[src/rtl/uart_transmitter.sv]
// uart_transmitter: parameterised UART frame serialiser.
//
// Frame: start bit (0), NUM_BITS data bits, optional even-parity bit, and a
// stop bit (1). Each bit lasts BIT_PERIOD clock cycles. The data bits go out
// LSB first (SHIFT_MSB = 0) or MSB first (SHIFT_MSB = 1).
//
// Build option: define UART_TX_PARITY_EN to insert an even-parity bit after
// the data bits. When the macro is undefined, no parity state and no parity
// logic are built.
//
// Ports:
//   clk         single clock; all state changes on its rising edge
//   rst         synchronous active-high reset
//   tx_data     parallel word to send; captured only when a start is accepted
//   tx_start    start request (level); honoured only in IDLE
//   tx_busy     high while a frame is in progress
//   tx_done     one-cycle pulse during the final cycle of the stop bit
//   serial_out  registered serial line; idles high
//
// State | meaning
// ------+-----------------------------------------------------------
// IDLE  | line high, waiting for tx_start
// START | start bit (0) for one bit period
// DATA  | NUM_BITS data bits, one bit period each
// PARITY| even-parity bit (only with UART_TX_PARITY_EN)
// STOP  | stop bit (1) for one bit period; tx_done in the last cycle

module uart_transmitter #(
    parameter int NUM_BITS   = 8,
    parameter int BIT_PERIOD = 10,
    parameter int SHIFT_MSB  = 0
) (
    input  logic                clk,
    input  logic                rst,
    input  logic [NUM_BITS-1:0] tx_data,
    input  logic                tx_start,
    output logic                tx_busy,
    output logic                tx_done,
    output logic                serial_out
);

    localparam int CNT_W = (BIT_PERIOD > 1) ? $clog2(BIT_PERIOD) : 1;
    localparam int BIT_W = (NUM_BITS > 1) ? $clog2(NUM_BITS) : 1;
    localparam logic [CNT_W-1:0] CNT_LAST = CNT_W'(BIT_PERIOD - 1);
    localparam logic [BIT_W-1:0] BIT_LAST = BIT_W'(NUM_BITS - 1);

    typedef enum logic [2:0] {
        S_IDLE,
        S_START,
        S_DATA,
`ifdef UART_TX_PARITY_EN
        S_PARITY,
`endif
        S_STOP
    } state_t;

    state_t              state_q, state_n;
    logic [CNT_W-1:0]    cnt_q, cnt_n;
    logic [BIT_W-1:0]    bit_q, bit_n;
    logic [NUM_BITS-1:0] shreg_q, shreg_n;
    logic                serial_q, serial_n;

    logic                bit_end;
    logic [NUM_BITS-1:0] shifted;
    logic                head_bit;
    logic                next_bit;

`ifdef UART_TX_PARITY_EN
    logic parity_q;

    // Parity is taken from the word as captured, since the shift register
    // is refilled with ones as the data shifts out.
    always_ff @(posedge clk) begin
        if (rst) begin
            parity_q <= 1'b0;
        end else if (state_q == S_IDLE && tx_start) begin
            parity_q <= ^tx_data;
        end
    end
`endif

    always_ff @(posedge clk) begin
        if (rst) begin
            state_q  <= S_IDLE;
            cnt_q    <= '0;
            bit_q    <= '0;
            shreg_q  <= '1;
            serial_q <= 1'b1;
        end else begin
            state_q  <= state_n;
            cnt_q    <= cnt_n;
            bit_q    <= bit_n;
            shreg_q  <= shreg_n;
            serial_q <= serial_n;
        end
    end

    always_comb begin
        state_n  = state_q;
        cnt_n    = '0;
        bit_n    = bit_q;
        shreg_n  = shreg_q;
        serial_n = serial_q;

        bit_end  = (cnt_q == CNT_LAST);
        shifted  = (SHIFT_MSB != 0) ? {shreg_q[NUM_BITS-2:0], 1'b1}
                                    : {1'b1, shreg_q[NUM_BITS-1:1]};
        head_bit = (SHIFT_MSB != 0) ? shreg_q[NUM_BITS-1] : shreg_q[0];
        next_bit = (SHIFT_MSB != 0) ? shifted[NUM_BITS-1] : shifted[0];

        case (state_q)
            S_IDLE: begin
                serial_n = 1'b1;
                if (tx_start) begin
                    state_n  = S_START;
                    shreg_n  = tx_data;
                    bit_n    = '0;
                    serial_n = 1'b0;
                end
            end
            S_START: begin
                cnt_n = bit_end ? '0 : cnt_q + 1'b1;
                if (bit_end) begin
                    state_n  = S_DATA;
                    serial_n = head_bit;
                end
            end
            S_DATA: begin
                cnt_n = bit_end ? '0 : cnt_q + 1'b1;
                if (bit_end) begin
                    shreg_n = shifted;
                    if (bit_q == BIT_LAST) begin
                        bit_n = '0;
`ifdef UART_TX_PARITY_EN
                        state_n  = S_PARITY;
                        serial_n = parity_q;
`else
                        state_n  = S_STOP;
                        serial_n = 1'b1;
`endif
                    end else begin
                        bit_n    = bit_q + 1'b1;
                        serial_n = next_bit;
                    end
                end
            end
`ifdef UART_TX_PARITY_EN
            S_PARITY: begin
                cnt_n = bit_end ? '0 : cnt_q + 1'b1;
                if (bit_end) begin
                    state_n  = S_STOP;
                    serial_n = 1'b1;
                end
            end
`endif
            S_STOP: begin
                cnt_n    = bit_end ? '0 : cnt_q + 1'b1;
                serial_n = 1'b1;
                if (bit_end) begin
                    state_n = S_IDLE;
                end
            end
            default: begin
                state_n  = S_IDLE;
                serial_n = 1'b1;
            end
        endcase
    end

    assign tx_busy    = (state_q != S_IDLE);
    assign tx_done    = (state_q == S_STOP) && bit_end;
    assign serial_out = serial_q;

endmodule
[config.mk]
export PLATFORM = sky130hd
export DESIGN_NAME = uart_transmitter
export DESIGN_NICKNAME = d
export VERILOG_FILES = /design/src/rtl/uart_transmitter.sv
export SDC_FILE = /design/constraint.sdc
export NUM_CORES = 1
export LEC_CHECK = 0
export CAP_MARGIN = 30
export CORE_ASPECT_RATIO = 0.9
export CORE_MARGIN = 3
export CORE_UTILIZATION = 29
export DETAILED_ROUTE_END_ITERATION = 10
export SKIP_CTS_REPAIR_TIMING = 1
export SLEW_MARGIN = 20
export SYNTH_ARGS = -nofsm -noshare
export SYNTH_HDL_FRONTEND = slang
export SYNTH_SLANG_ARGS = --single-unit
[constraint.sdc]
create_clock -name clk -period 2 [get_ports clk]
set_clock_uncertainty 0.05 [all_clocks]
set_input_delay 0.3 -clock clk [delete_from_list [all_inputs] [get_ports clk]]
set_output_delay 0.3 -clock clk [all_outputs]
set_load 0.005 [all_outputs]
* Word-level counts from Yosys, hierarchy flattened
Cells that the tools add are included.
Word-level totals: flip-flop bits (word level) 19, logic and storage cells 45
Cells by class: add/subtract/negate cells 2, equal/unequal tests 10, muxes and demuxes 18, bitwise operators 1, reductions and logical operators 9
Operator list (number):
- $mux W3 | 8
- $mux W8 | 2
- $pmux W8 S2 | 1
- $pmux W3 S4 | 1
- $ne A2 B2 Y1 const B | 5
- $eq A3 B2 Y1 const B | 2
- $pmux W3 S2 | 1
- $reduce_or A3 Y1 | 2
- $reduce_and A5 Y1 | 1
- $add A4 B1 Y4 const B | 1
- $eq A4 B4 Y1 const B | 1
- $mux W1 | 4
- $add A3 B1 Y3 const B | 1
- $eq A3 B1 Y1 const B | 1
- $eq A3 B3 Y1 const B | 1
- $logic_not A3 Y1 | 1
- $pmux W1 S3 | 1
- $reduce_and A3 Y1 | 1
- $reduce_bool A3 Y1 | 1
- $reduce_and A2 Y1 | 1
- $reduce_bool A2 Y1 | 1
- $logic_and A1 B1 Y1 | 1
- $not A1 Y1 | 1

* Logic depth before layout (Yosys ltp)
depth in word-level cells 4, depth in mapped cells 6, mapped depth without buffers 5

* Least setup slack after synthesis
OpenSTA, ideal clock, no wires.
kind reg2reg, from register state_q[0], to register state_q[0], setup time 0.123 ns, data arrival time 1.706 ns, setup slack 0.121 ns, cell stages (with the launch flop) 6, clock period less this slack 1.879 ns, cell sequence dfxtp_1 -> inv_1 -> ha_1 -> or3_1 -> a221oi_2 -> mux2_1
On the way: word-level cells in the longest chain between the ends 3, elaborated cells between the ends (all ways) 11
Ends and longest elaborated chain:
- start: declaration | RTL line 57 | state_t state_q, state_n;
- start signal: assignment | RTL line 90 | state_q <= state_n;
- $eq A3 B2 Y1 (tied with other cells) | RTL line 111 | case (state_q)
- $ne A2 B2 Y1 (no line)
- $reduce_and A5 Y1 (no line)
Parallel ways exist; a longest one is shown, timed or not. A chain may end at the register's enable or synchronous reset.

* Worst setup path after layout
from register cnt_q[0], to output port tx_done
On the way: word-level cells in the longest chain between the ends 2
Ends and longest elaborated chain:
- start: declaration | RTL line 58 | logic [CNT_W-1:0] cnt_q, cnt_n;
- start signal: assignment | RTL line 91 | cnt_q <= cnt_n;
- $eq A4 B4 Y1 | RTL line 105 | bit_end = (cnt_q == CNT_LAST);
- $logic_and A1 B1 Y1 | RTL line 171 | assign tx_done = (state_q == S_STOP) && bit_end;
- end: declaration | RTL line 38 | output logic tx_done,
No other way between the ends.

==> results.md <==
- The filler cell count in the final layout is 342.
- Clock-pin slew was measured on the worst setup and hold paths at 60 ps.
- The number of antenna diodes is 0.
- The die extent in y is 61.84 um.
- The H-tree level count is 1.
- The root buffer cell chosen for the clock tree is clkbuf_8.
- In this run the worst path has a maximum fanout of 4.
- The run finished with clean final reports.
- Across every metal layer, demand over resource in global routing totals 10.11%.
- After detailed routing, the number of vias per cell comes to 4.771.
- The post-synthesis share of cell area spent on full adders, half adders and majority gates is 12.45%.
- The register cell area after layout is 362.8 um^2.
- The compound-cell area share of the yosys netlist is 10.83%.
- The post-route netlist has 9.375% of its cells at a drive strength greater than 1.
- The proportion of synthesized area in mux cells is 12.08%.
- Counting every instance in the synthesized netlist gives 112.
- The cell leakage power is 0.5288 nW.
- Dividing the detail-routed wire length by the instance count gives 11.10 um.
- The slowest stage of the critical path is the clkdlybuf4s50_1 cell.
- The worst pin sits at a relative slew slack of 75.22%.
- The worst setup path is captured at an output pin.
- The count of maximum capacitance violations is 0.
- The initial antenna violation count is 0.
- The largest net degree at the start of global routing is 25.
- A synthesized cell averages 8.971 um^2.
- The top cell type's share of synthesized area is 35.87%.
- The top cell types in the final layout, fill and taps aside, are nor2_1 (19), dfxtp_1 (16), clkdlybuf4s50_1 (13).
- Clock latency on the worst-skew pair, taken at its later pin, is 240 ps.
- Clock tree synthesis found a total of 18 sinks.
- STA puts the critical path data required time at 1650 ps.
- The layout net count is 151.
- The final layout contains routed wiring with a total length of 1.887 mm.
- The HPWL after detailed placement is 1.413 mm.
- The core region is 3186 um^2.
- The clock period minus worst slack is 1873 ps.
- The number of placement rows is 19.
- Global routing finished with a remaining overflow of 0.
- The area of the multi-input gates is 595.6 um^2.
- The final worst-path cycle share is 93.66%.
- At the pin with the least slew margin, the transition time is 371.0 ps.
- Power spread over the standard cell area amounts to 1267 nW/um^2.
- The synthesis-to-layout area growth is 25.65%.
- On the worst path, the slowest cell contributes a delay of 500 ps.
- The worst setup path is launched from a flop.
- The post-synth net total is 133.
- Traced cell by cell, the critical path runs through ha_1 -> nand3b_1 -> nor2_1 -> clkdlybuf4s50_1.
- The dominant combinational cell family by area after synthesis is simple AND/OR/NAND/NOR gates.
- Clock tree synthesis inserted a total of 3 buffers.
- The cell taking the most area after synthesis is dfxtp_1.
- Adding up every negative setup slack in the final design gives 0 ps.
- The final number of hold-violating endpoints is 0.
- In this run the deepest clock path goes through 2 buffers.
- The kind of critical path is reg2out.
- Derived from the worst setup path, the maximum achievable clock frequency is 0.5338 GHz.
- The number of global-route vias before repair is 790.
- The number of pins with negative max-slew slack in the final report is 0.
- The count of nets left with antenna violations once routing finished came out at 0.
- Of the total synthesized cell area, the portion taken by XOR and XNOR cells is 1.743%.
- The final estimated routing congestion in global placement is 0.6789.
- Setup repair after global routing left no endpoint under its margin.
- Sequential elements use 35.87% of the synthesized area.
- The worst IR drop on VDD is 0.7953 mV.
- The synthesis warning total is 0.
- The library cell used most frequently in the layout, excluding fill and tap cells, is nor2_1.
- The number of port buffers is 13.
- The path class of the lowest-slack min-delay path is reg2reg.
- The remaining design rule violation count is 0.
- The arrival time of the worst setup path is 1520 ps.
- Yosys attributes the largest share of cell area to dfxtp_1 (36%), ha_1 (12%), mux2i_1 (11%).
- The distinct cell type count of the synthesized netlist is 24.
- Cells fill 39.63% of the core in the end.
- The die covers 4208 um^2.
- During I/O placement, the number of pins put on the boundary was 14.
- TritonCTS built the clock tree.
- Of the total synthesized cell area, the portion taken by AND, OR, NAND and NOR gates is 22.17%.
- Before antenna repair, the detailed router went through 4 iterations.
- After synthesis the netlist holds a flip-flop and latch count of 18.
- The post-synthesis instance area is 1005 um^2.
- The final-report setup violation count is 0.
- The via count is 811.
- The effective utilization at floorplan is 31.54%.
- The wire length of the first global-routing pass is 3.305 mm.
- From left edge to right edge, the die measures 68.05 um.
- In this run, the number of DRC markers left after iteration 0 of detailed routing was 11.
logic make-up (layout without fill, tap and decap cells):
group,count (synthesis),after routing
buffers and inverters,12,28
multiplexers,12,12
XOR/XNOR,2,2
AND/OR/NAND/NOR,43,43
adder cells (fa/ha/maj),10,10
AO/OA/AOI/OAI,15,15
flip-flops,18,18
metrics by stage:
step / instance area (um^2) / hold slack [ps] / setup slack, ps / std cells / total power [W]
5_1_grt: 1262 / 457.5 / 29.77 / 170 / 0.001729
6_report: 1262 / 420.9 / 126.7 / 170 / 0.001600
3_5_place_dp: 1211 / 417.2 / 62.80 / 166 / 0.001373
4_1_cts: 1252 / 432.9 / -64.20 / 169 / 0.001621
2_1_floorplan: 1005 / 383.4 / 120.7 / 112 / 0.001096
3_3_place_gp: 1211 / 397.1 / 171.0 / 166 / 0.001341
power breakdown:
group | total, W | internal, W | switching, W
Combinational | 0.000801 | 0.000423 | 0.000378
Sequential | 0.000561 | 0.000483 | 0.0000779
Clock | 0.000238 | 0.000133 | 0.000105
Total | 0.00160 | 0.00104 | 0.000561
path summary, 6_finish.rpt:
path | start | to | slack, ps | cells past startpoint
setup / recovery | cnt_q[0]$_SDFF_PP0_ | tx_done | 130 | 4
hold / removal | cnt_q[0]$_SDFF_PP0_ | cnt_q[0]$_SDFF_PP0_ | 420 | 1
setup reg to reg | state_q[0]$_SDFFE_PP0P_ | state_q[0]$_SDFFE_PP0P_ | 130 | 5
hold reg to reg | cnt_q[0]$_SDFF_PP0_ | cnt_q[0]$_SDFF_PP0_ | 420 | 1
final cells by class:
cell class | instances | share of cell area [%]
multi-input combinational | 82 | 47.18
sequential | 18 | 28.74
timing repair buffer | 19 | 14.87
tap | 42 | 4.163
clock buffer | 3 | 3.271
inverter | 6 | 1.784
critical path: cells and delay by family (launching register included):
family / cells / cell delay [ps]
adders and majority gates: 1 / 160
buffers and inverters: 1 / 500
DFF: 1 / 380
and+or+nand+nor: 2 / 240
sequential cells by signal (all words and copies together), names as in the netlist:
| name | count |
|---|---|
| state_q | 2 |
| bit_q | 3 |
| serial_out | 1 |
| shreg_q | 8 |
| cnt_q | 4 |
metal layers:
| metal | vias to the layer above | global-route usage, % | routed length (um) |
|---|---|---|---|
| li1 | 417 | - | - |
| met1 | 377 | 12.80 | 941 |
| met2 | 15 | 16.90 | 838 |
| met3 | 2 | 1.978 | 95 |
| met4 | 0 | 4.249 | 11 |
| met5 | - | 0 | 0 |
synthesized netlist by cell type:
library cell / instances
a211o_1: 1
a211oi_1: 8
a21oi_1: 2
a221oi_2: 1
buf_2: 3
clkbuf_1: 3
dfxtp_1: 18
ha_1: 10
inv_1: 6
mux2_1: 1
mux2i_1: 11
nand2_1: 2
nand2b_1: 5
nand3_1: 2
nand3b_1: 3
nor2_1: 19
nor2b_1: 8
nor4_1: 1
nor4bb_1: 1
o21ai_0: 3
or3_1: 1
or4_1: 1
xnor2_1: 1
xor2_1: 1
Note: power is estimated with default switching activity, not from simulation.
